===== config.mk =====
export PLATFORM = sky130hd
export DESIGN_NAME = if_fetch_queue_flat
export DESIGN_NICKNAME = d
export VERILOG_FILES = /design/src/rtl/if_fetch_queue_if.sv /design/src/rtl/if_fetch_queue.sv /design/src/flat_wrapper.sv
export SDC_FILE = /design/constraint.sdc
export NUM_CORES = 1
export LEC_CHECK = 0
export ABC_AREA = 1
export ABC_CLOCK_PERIOD_IN_PS = 5600
export BUFFER_PORTS_ARGS = -buffer_cell sky130_fd_sc_hd__buf_2
export CORE_MARGIN = 5
export CORE_UTILIZATION = 58
export DETAILED_ROUTE_END_ITERATION = 16
export PLACE_DENSITY = 0.78
export REMOVE_ABC_BUFFERS = 1
export SLEW_MARGIN = 20
export SYNTH_ARGS = -nofsm -noshare
export SYNTH_HDL_FRONTEND = slang
export SYNTH_SLANG_ARGS = --single-unit
export TNS_END_PERCENT = 100

===== constraint.sdc =====
create_clock -name clk -period 5.6 [get_ports clk]
set_input_delay 0 -clock clk [delete_from_list [all_inputs] [get_ports clk]]
set_output_delay 0 -clock clk [all_outputs]
set_load 0.01 [all_outputs]

===== src/rtl/if_fetch_queue_if.sv =====
`default_nettype none
// ============================================================================
// Module      : if_fetch_queue_if
// Description : Bundles the fetch-queue signals: PC request, instruction
//               memory req/gnt/rvalid channel, redirect flush, decode
//               valid/ready channel and the sticky error flag.
//               The fetch queue connects through the slave modport. The
//               surrounding pipeline (PC, memory, decode) uses the master
//               modport.
// Revision    : 1.0 - initial release
// ============================================================================
interface if_fetch_queue_if #(
    parameter int XLEN = 32
);
    logic [XLEN-1:0] pc_in;
    logic            pc_valid;
    logic            pc_ready;
    logic            imem_req;
    logic [XLEN-1:0] imem_addr;
    logic            imem_gnt;
    logic            imem_rvalid;
    logic [XLEN-1:0] imem_rdata;
    logic            flush;
    logic            id_valid;
    logic            id_ready;
    logic [XLEN-1:0] id_pc;
    logic [XLEN-1:0] id_instr;
    logic            err;

    // Fetch-queue side
    modport slave (
        input  pc_in, pc_valid, imem_gnt, imem_rvalid, imem_rdata, flush, id_ready,
        output pc_ready, imem_req, imem_addr, id_valid, id_pc, id_instr, err
    );

    // Pipeline / memory / decode side
    modport master (
        output pc_in, pc_valid, imem_gnt, imem_rvalid, imem_rdata, flush, id_ready,
        input  pc_ready, imem_req, imem_addr, id_valid, id_pc, id_instr, err
    );
endinterface
`default_nettype wire


===== src/rtl/if_fetch_queue.sv =====
`default_nettype none
// ============================================================================
// Module      : if_fetch_queue
// Description : Instruction fetch queue between the PC register and decode.
//               Issues fetch addresses to instruction memory, pairs each
//               in-order response with the PC that requested it, and buffers
//               {pc, instr} pairs for decode. A flush empties the queue and
//               discards responses still in flight.
// Revision    : 1.0 - initial release
// ============================================================================
module if_fetch_queue #(
    parameter int DEPTH = 4,
    parameter int XLEN  = 32
) (
    input  logic            clk,
    input  logic            reset,   // synchronous, active-low
    if_fetch_queue_if.slave bus
);

    localparam int c_idx_w = $clog2(DEPTH);
    localparam int c_cnt_w = c_idx_w + 1;
    // Sum of three counters each bounded by DEPTH; two guard bits avoid wrap.
    localparam int c_sum_w = c_cnt_w + 2;
    localparam logic [c_sum_w-1:0] c_depth_s = c_sum_w'(DEPTH);
    localparam logic [c_cnt_w-1:0] c_cnt_zero = '0;

    // ------------------------------------------------------------------------
    // State
    // ------------------------------------------------------------------------
    // PCs of granted requests that are still waiting for their response
    logic [XLEN-1:0]    r_pcq_mem [DEPTH];
    logic [c_cnt_w-1:0] r_pcq_wr;
    logic [c_cnt_w-1:0] r_pcq_rd;

    // {pc, instr} entries waiting for decode
    logic [XLEN-1:0]    r_iq_pc    [DEPTH];
    logic [XLEN-1:0]    r_iq_instr [DEPTH];
    logic [c_cnt_w-1:0] r_iq_wr;
    logic [c_cnt_w-1:0] r_iq_rd;

    // Responses belonging to flushed requests that have yet to arrive
    logic [c_cnt_w-1:0] r_drop_cnt;
    logic               r_err;

    // ------------------------------------------------------------------------
    // Occupancy and credit
    // ------------------------------------------------------------------------
    logic [c_cnt_w-1:0] w_outstanding;
    logic [c_cnt_w-1:0] w_iq_cnt;
    logic [c_sum_w-1:0] w_used;
    logic               w_has_credit;

    assign w_outstanding = r_pcq_wr - r_pcq_rd;
    assign w_iq_cnt      = r_iq_wr - r_iq_rd;
    assign w_used        = c_sum_w'(w_iq_cnt) + c_sum_w'(w_outstanding) + c_sum_w'(r_drop_cnt);
    // Every slot that is queued, in flight or owed to a flushed request
    // consumes credit, so an accepted response always finds room in iq.
    assign w_has_credit  = (w_used < c_depth_s);

    // ------------------------------------------------------------------------
    // Request channel
    // ------------------------------------------------------------------------
    logic w_req;
    logic w_grant;

    // Outputs are forced low while reset is held so nothing escapes before
    // the state has been initialised.
    assign w_req         = reset & bus.pc_valid & w_has_credit & ~bus.flush;
    assign w_grant       = w_req & bus.imem_gnt;
    assign bus.imem_req  = w_req;
    assign bus.pc_ready  = w_grant;
    assign bus.imem_addr = {bus.pc_in[XLEN-1:2], 2'b00};

    // ------------------------------------------------------------------------
    // Response classification
    // ------------------------------------------------------------------------
    logic w_drop_pending;
    logic w_out_pending;
    logic w_rsp_drop;
    logic w_rsp_accept;
    logic w_rsp_unsol;

    assign w_drop_pending = (r_drop_cnt != c_cnt_zero);
    assign w_out_pending  = (w_outstanding != c_cnt_zero);
    // Owed to a flushed request: discard the data
    assign w_rsp_drop     = bus.imem_rvalid & w_drop_pending;
    // Belongs to the oldest live request: pair it with its PC
    assign w_rsp_accept   = bus.imem_rvalid & ~w_drop_pending & w_out_pending & ~bus.flush;
    // Nothing to match against: protocol error
    assign w_rsp_unsol    = bus.imem_rvalid & ~w_drop_pending & ~w_out_pending;

    // Drop count after a flush: everything still in flight becomes owed,
    // minus the response (if any, and if it was expected) arriving right now.
    logic               w_flush_rsp;
    logic [c_cnt_w-1:0] w_flush_drop;

    assign w_flush_rsp  = bus.imem_rvalid & (w_drop_pending | w_out_pending);
    assign w_flush_drop = r_drop_cnt + w_outstanding - c_cnt_w'(w_flush_rsp);

    // ------------------------------------------------------------------------
    // Decode side
    // ------------------------------------------------------------------------
    logic w_id_valid;
    logic w_id_pop;

    assign w_id_valid   = reset & (w_iq_cnt != c_cnt_zero) & ~bus.flush;
    assign w_id_pop     = w_id_valid & bus.id_ready;
    assign bus.id_valid = w_id_valid;
    assign bus.id_pc    = r_iq_pc[r_iq_rd[c_idx_w-1:0]];
    assign bus.id_instr = r_iq_instr[r_iq_rd[c_idx_w-1:0]];
    assign bus.err      = r_err;

    // ------------------------------------------------------------------------
    // Sequential logic
    // ------------------------------------------------------------------------
    // Pointer, drop-count and error bookkeeping; flush outranks everything
    always_ff @(posedge clk) begin
        if (!reset) begin
            r_pcq_wr   <= '0;
            r_pcq_rd   <= '0;
            r_iq_wr    <= '0;
            r_iq_rd    <= '0;
            r_drop_cnt <= '0;
            r_err      <= 1'b0;
        end else begin
            if (w_rsp_unsol) begin
                r_err <= 1'b1;
            end
            if (bus.flush) begin
                r_pcq_wr   <= '0;
                r_pcq_rd   <= '0;
                r_iq_wr    <= '0;
                r_iq_rd    <= '0;
                r_drop_cnt <= w_flush_drop;
            end else begin
                if (w_grant) begin
                    r_pcq_wr <= r_pcq_wr + 1'b1;
                end
                if (w_rsp_drop) begin
                    r_drop_cnt <= r_drop_cnt - 1'b1;
                end
                if (w_rsp_accept) begin
                    r_pcq_rd <= r_pcq_rd + 1'b1;
                    r_iq_wr  <= r_iq_wr + 1'b1;
                end
                if (w_id_pop) begin
                    r_iq_rd <= r_iq_rd + 1'b1;
                end
            end
        end
    end

    // Storage arrays: capture granted PCs and matched {pc, instr} pairs
    always_ff @(posedge clk) begin
        if (w_grant) begin
            r_pcq_mem[r_pcq_wr[c_idx_w-1:0]] <= bus.pc_in;
        end
        if (w_rsp_accept) begin
            r_iq_pc[r_iq_wr[c_idx_w-1:0]]    <= r_pcq_mem[r_pcq_rd[c_idx_w-1:0]];
            r_iq_instr[r_iq_wr[c_idx_w-1:0]] <= bus.imem_rdata;
        end
    end

endmodule
`default_nettype wire


===== src/flat_wrapper.sv =====
// flat-port wrapper written by rule: the top's interface ports become plain ports
module if_fetch_queue_flat 
#(
    parameter int DEPTH = 4,
    parameter int XLEN  = 32
)
  (clk, reset, bus_pc_in, bus_pc_valid, bus_imem_gnt, bus_imem_rvalid, bus_imem_rdata, bus_flush, bus_id_ready, bus_pc_ready, bus_imem_req, bus_imem_addr, bus_id_valid, bus_id_pc, bus_id_instr, bus_err);
  if_fetch_queue_if #(.XLEN(XLEN)) bus_i ();
  input  logic clk;
  input  logic reset;
  input wire logic [$bits(bus_i.pc_in)-1:0] bus_pc_in;
  input wire logic [$bits(bus_i.pc_valid)-1:0] bus_pc_valid;
  input wire logic [$bits(bus_i.imem_gnt)-1:0] bus_imem_gnt;
  input wire logic [$bits(bus_i.imem_rvalid)-1:0] bus_imem_rvalid;
  input wire logic [$bits(bus_i.imem_rdata)-1:0] bus_imem_rdata;
  input wire logic [$bits(bus_i.flush)-1:0] bus_flush;
  input wire logic [$bits(bus_i.id_ready)-1:0] bus_id_ready;
  output wire logic [$bits(bus_i.pc_ready)-1:0] bus_pc_ready;
  output wire logic [$bits(bus_i.imem_req)-1:0] bus_imem_req;
  output wire logic [$bits(bus_i.imem_addr)-1:0] bus_imem_addr;
  output wire logic [$bits(bus_i.id_valid)-1:0] bus_id_valid;
  output wire logic [$bits(bus_i.id_pc)-1:0] bus_id_pc;
  output wire logic [$bits(bus_i.id_instr)-1:0] bus_id_instr;
  output wire logic [$bits(bus_i.err)-1:0] bus_err;
  assign bus_i.pc_in = bus_pc_in;
  assign bus_i.pc_valid = bus_pc_valid;
  assign bus_i.imem_gnt = bus_imem_gnt;
  assign bus_i.imem_rvalid = bus_imem_rvalid;
  assign bus_i.imem_rdata = bus_imem_rdata;
  assign bus_i.flush = bus_flush;
  assign bus_i.id_ready = bus_id_ready;
  assign bus_pc_ready = bus_i.pc_ready;
  assign bus_imem_req = bus_i.imem_req;
  assign bus_imem_addr = bus_i.imem_addr;
  assign bus_id_valid = bus_i.id_valid;
  assign bus_id_pc = bus_i.id_pc;
  assign bus_id_instr = bus_i.id_instr;
  assign bus_err = bus_i.err;
  if_fetch_queue #(.DEPTH(DEPTH), .XLEN(XLEN)) u_core (.clk(clk), .reset(reset), .bus(bus_i));
endmodule

-- Yosys cells after proc, flatten, opt, wreduce, memory -nomap -nowiden
Memory sizes are Yosys's and may differ from the RTL's. A register that Yosys moved wholly into a read port is not among the register bits.
Cells that the tools add are included.
- register bits: 16
- bits in writable memories: 384
- memories kept: 3
- memory list (name ; words ; bits a word ; rd ports ; clocked after Yosys merged registers in ; write ports ; RTL line ; RTL):
    u_core.r_iq_instr ; 4 ; 32 ; 1 ; 1 ; 1 ; if_fetch_queue.sv:37 ; logic [XLEN-1:0] r_iq_instr [DEPTH];
    u_core.r_iq_pc ; 4 ; 32 ; 1 ; 1 ; 1 ; if_fetch_queue.sv:36 ; logic [XLEN-1:0] r_iq_pc [DEPTH];
    u_core.r_pcq_mem ; 4 ; 32 ; 1 ; 1 ; 1 ; if_fetch_queue.sv:31 ; logic [XLEN-1:0] r_pcq_mem [DEPTH];
- $add $sub $neg: 11
- $lt $le $gt $ge: 1
- multiplexer cells: 12
- bitwise operators: 18
- reduce and logical (&&, ||, !) cells: 5
- operator list (kind ; number):
    $and A1 B1 Y1 ; 13
    $add A3 B1 Y3 const B ; 4
    $mux W2 ; 6
    $reduce_bool A3 Y1 ; 3
    $mux W3 ; 2
    $sub A3 B3 Y3 ; 2
    $add A5 B3 Y5 ; 1
    $lt A5 B3 Y1 const B ; 1
    $add A3 B3 Y4 ; 1
    $mux W1 ; 4
    $not A1 Y1 ; 4
    $add A3 B3 Y3 ; 1
    $sub A3 B1 Y3 ; 1
    $sub A3 B1 Y3 const B ; 1
    $reduce_bool A2 Y1 ; 1
    $reduce_or A2 Y1 ; 1
    $or A1 B1 Y1 ; 1

-- Longest topological paths before layout
- word-level depth: 9
- depth in mapped cells: 23

-- Worst setup path after synthesis
Ideal clock, no wire load.
- path type: reg-to-reg
- start: reg u_core.r_pcq_wr[0]
- end: mem u_core.r_iq_instr[0][0], enable pin
- setup time: 487 ps
- data arrival time: 4324 ps
- data required time: 5113 ps
- setup slack: 789 ps
- cell stages (with the launch flop): 11
- path buffers: 0
- path through: dfxtp_1 > inv_1 > ha_1 > fa_1 > inv_1 > nand2_1 > nand3_1 > nand2_1 > nand2_2 > nand3_2 > nor2_1
- word-level cells in the longest chain between the ends: 6
- ends and longest elaborated chain (what ; RTL line ; RTL):
    start, declared ; if_fetch_queue.sv:32 ; logic [c_cnt_w-1:0] r_pcq_wr;
    start signal, assigned ; if_fetch_queue.sv:137 ; r_pcq_wr <= r_pcq_wr + 1'b1;
    $sub A3 B3 Y3 ; if_fetch_queue.sv:53 ; assign w_outstanding = r_pcq_wr - r_pcq_rd;
    $reduce_bool A3 Y1 ; if_fetch_queue.sv:84 ; assign w_out_pending = (w_outstanding != c_cnt_zero);
    $and A1 B1 Y1 (2 in series) ; if_fetch_queue.sv:88 ; assign w_rsp_accept = bus.imem_rvalid & ~w_drop_pending & w_out_pending & ~bus.flush;
    $mux W1 ; if_fetch_queue.sv:158 ; if (w_rsp_accept) begin
    $mux W1 (implied by the code) ; if_fetch_queue.sv:160 ; r_iq_instr[r_iq_wr[c_idx_w-1:0]] <= bus.imem_rdata;
    end, declared ; if_fetch_queue.sv:37 ;
No other way between the ends.

-- Worst setup path in the final report
- start: reg u_core.r_pcq_wr[0]
- end: mem u_core.r_pcq_mem[0][25], enable pin
- word-level cells in the longest chain between the ends: 9
- ends and longest elaborated chain (what ; RTL line ; RTL):
    $sub A3 B3 Y3 ; if_fetch_queue.sv:53 ;
    $add A3 B3 Y4 ; if_fetch_queue.sv:55 ; assign w_used = c_sum_w'(w_iq_cnt) + c_sum_w'(w_outstanding) + c_sum_w'(r_drop_cnt);
    $add A5 B3 Y5 ; if_fetch_queue.sv:55 ;
    $lt A5 B3 Y1 ; if_fetch_queue.sv:58 ; assign w_has_credit = (w_used < c_depth_s);
    $and A1 B1 Y1 (2 in series) ; if_fetch_queue.sv:68 ; assign w_req = reset & bus.pc_valid & w_has_credit & ~bus.flush;
    $and A1 B1 Y1 ; if_fetch_queue.sv:69 ; assign w_grant = w_req & bus.imem_gnt;
    $mux W1 ; if_fetch_queue.sv:155 ; if (w_grant) begin
    $mux W1 (implied by the code) ; if_fetch_queue.sv:156 ; r_pcq_mem[r_pcq_wr[c_idx_w-1:0]] <= bus.pc_in;
    end, declared ; if_fetch_queue.sv:31 ;
Several ways; a longest one is shown, not always the timed one.

==> impl_results.md <==
- Post-route ant nets: 0
- First DRT Iteration DRCs: 965
- Antenna diode count: 0
- Count leader, synth: edfxtp_1
- Startpoint Class: register
- Die height: 175 um
- Setup ws final: 1.40 ns
- Cell taking the most area after synthesis: edfxtp_1
- Core region area: 26900 um^2
- WL per Instance: 19.2 um
- Min Hold Slack: 0.0462 ns
- CTS tree: built
- Pre-CTS setup slack: 1.41 ns
- Grt met3 use: 4.31%
- Mean number of vias per cell: 5.68
- Clock latency on the worst-skew pair: 0.52 ns
- GP Congestion: 0.807
- Max incr delay on CP: 0.81 ns
- Slew Limit Fails: 0
- Primary flip-flop cell chosen by synthesis mapping: edfxtp_1
- Slew @ Worst Pin: 1.11 ns
- Max clock buf depth: 3
- Worst-path fanout max: 32
- Hold Crit Class: input pin to register
- Num ports: 171
- Setup violations, final: 0
- Tot Pwr: 6.16 mW
- Pre-antenna DRT Iters: 5
- #FFs+latches synth: 404
- Family with the most delay on the worst path: simple AND/OR/NAND/NOR gates
- Total global-route track usage: 21.2%
- Ys Warns: 0
- Top cells by area, synth: edfxtp_1 (73%), o21ai_0 (5.7%), nor2_1 (5.2%)
- Final hold violation count: 0
- Starting Density: 58.8%
- Fin crit period: 4.20 ns
- Yosys cell types: 31
- Global-route wire length before repair: 51.5 mm
- Routed wire length: 33.4 mm
- # DRC: 0
- Worst path required time: 5.74 ns
- Pleak: 6.72 nW
- Vias in the first global route: 9601
- Gr busiest metal: met2
- Post-synthesis sequential area ratio: 75.5%
- Rows: 60
- Total setup buffers inserted after CTS: 0
- Post-synth top area share: 72.9%
- Setup TNS: 0 ns
- Vias: 9883
- Status: completed
- Post-cts resize count: 0
- Post-synth ARST share: 0%
- Syn avg cell area: 13.5 um^2
- Initial antenna violation count: 1
- Post-DP HPWL: 18.2 mm
- Crit share post-route: 75.0%
- PortBufs: 168
- Worst slew margin: 26.0%
- Share of layout cells above drive strength 1: 18.5%
- Die area: 30700 um^2
- DP Area: 16700 um^2
- Pin count of the biggest net entering global routing: 113
- Post-synth EDFFs: 384
- CP cell instances: inv_1 > ha_1 > fa_1 > inv_1 > nand2_1 > nand2_1 > nand2_1 > nand2_1 > inv_1 > ha_1 > xnor2_1 > ha_1 > inv_1 > nand2_1 > nor2_1 > nand3_2 > nor2_4 > nand2_4 > nor2_4
- Die Width: 175 um
- Fillcell total: 1796
- WS Path Type: register to register
- Clock sinks: 404
- CP arrival: 4.34 ns
- Multi-input logic area: 3260 um^2
- Cell area after layout: 18700 um^2
- PwrDens: 329 nW/um^2
- Met1 GRT Util: 28.3%
- Most frequent CP cell: nand2_1
- Worst Skew: 0.00930 ns
- NumNets Final: 1464
- Max Clock Freq: 238 MHz
- Root Driver: clkbuf_16
- Setup repair after global routing missed its margin: false
- Mapped Area: 15800 um^2
- M2 GR Usage: 36.2%
- Max_cap viols: 0
- Worst-path clk slew: 0.06 ns
- Hold-fix buffers at CTS: 71
- Most common library cells after synthesis: edfxtp_1 (384), nor2_1 (220), o21ai_0 (180)
- Mapped Cells: 1169
- Buf+Inv Stages, Crit Path: 4
- Crit. End Element: register
- Area growth from synthesis to layout: 18.5%
- Register Area: 11900 um^2
- Maximum VDD drop: 0.229 mV
- Crit-path slowest cell: nor2_4
- Congestion Overflow GR: 0
- Depth of the CTS H-tree: 2
- Total CTS buffers: 40
==> power by group <==
group | leakage (nW) | switching, mW | internal, mW
logic | 2.48 | 0.116 | 0.0903
registers | 3.62 | 0.00743 | 3.31
clock network | 0.628 | 1.05 | 1.58
total | 6.72 | 1.18 | 4.98
==> worst min-delay path: cells and delay by family <==
family | cells | cell delay, ns
simple gates | 7 | 0.41
buf+inv | 1 | 0.10
==> through the flow <==
step,instances,util [%]
floorplan,1078,-
global placement,1597,62.2
detailed placement,1597,62.2
CTS,1741,69.7
global route,1741,69.7
finish,1741,69.7
==> flip-flops by register name, summed over array words and instances (netlist names), named ones only <==
| signal | count |
|---|---|
| u_core.r_iq_instr | 128 |
| u_core.r_iq_pc | 128 |
| u_core.r_pcq_mem | 128 |
| u_core.r_drop_cnt | 3 |
| u_core.r_iq_rd | 3 |
| u_core.r_iq_wr | 3 |
| u_core.r_pcq_rd | 3 |
| u_core.r_pcq_wr | 3 |
| u_core.bus.err | 1 |
==> cells by family (layout without fill, tap and decap cells) <==
| group | after synthesis | count (layout) | share of synthesized area (%) |
|---|---|---|---|
| flops | 404 | 404 | 75.5 |
| other cells | 1 | 2 | 0.0237 |
| fa+ha+maj | 24 | 24 | 2.04 |
| buf+inv | 140 | 370 | 4.27 |
| xor+xnor | 6 | 6 | 0.332 |
| compound gates | 306 | 306 | 10.5 |
| simple gates | 288 | 288 | 7.39 |
==> area by class of cell <==
cell class                      instances  share of cell area (%)
Tap cell                              341                    2.28
Inverter                               48                   0.995
Sequential cell                       404                    63.7
Clock buffer                           53                    5.72
Timing Repair Buffer                  249                    8.68
Clock inverter                         20                    1.22
Multi-Input combinational cell        626                    17.4
==> per-layer routing <==
layer,up-vias,wire length (um)
li1,4647,-
met3,51,2860
met4,0,669
met2,417,16200
met1,4768,13700
met5,-,0
==> final timing paths <==
kind / from / to / slack, ns / depth (start not counted)
worst min-delay path: bus_pc_valid / u_core.r_pcq_wr[2] / 0.05 / 8
worst min register to register: u_core.bus.err / u_core.bus.err / 0.46 / 2
worst max-delay path: u_core.r_pcq_wr[0] / u_core.r_pcq_mem[0][25] / 1.40 / 19
worst max register to register: u_core.r_pcq_wr[0] / u_core.r_pcq_mem[0][25] / 1.40 / 19
==> layout by cell type, fill, tap and decap left out, types with 2 or more instances in the layout <==
master,netlist,final
nand2_4,2,2
clkbuf_1,38,12
inv_2,5,5
clkbuf_16,0,41
nor2_1,220,213
buf_4,32,10
xor2_1,5,5
clkinv_2,1,4
nand4_1,5,5
dfxtp_1,20,17
a21oi_1,10,10
dfxtp_2,0,2
edfxtp_1,384,384
clkinv_1,0,8
nand3_1,12,12
dlygate4sd3_1,0,71
inv_4,1,2
bufinv_16,0,5
ha_1,21,21
inv_6,0,2
buf_2,21,168
o22ai_1,96,96
nand3_2,3,3
nor2_4,2,9
inv_1,41,40
conb_1,1,2
fa_1,3,3
nand2_1,40,40
o21ai_0,180,180
o21ai_1,19,19
Power figures use the tool's default switching activity.
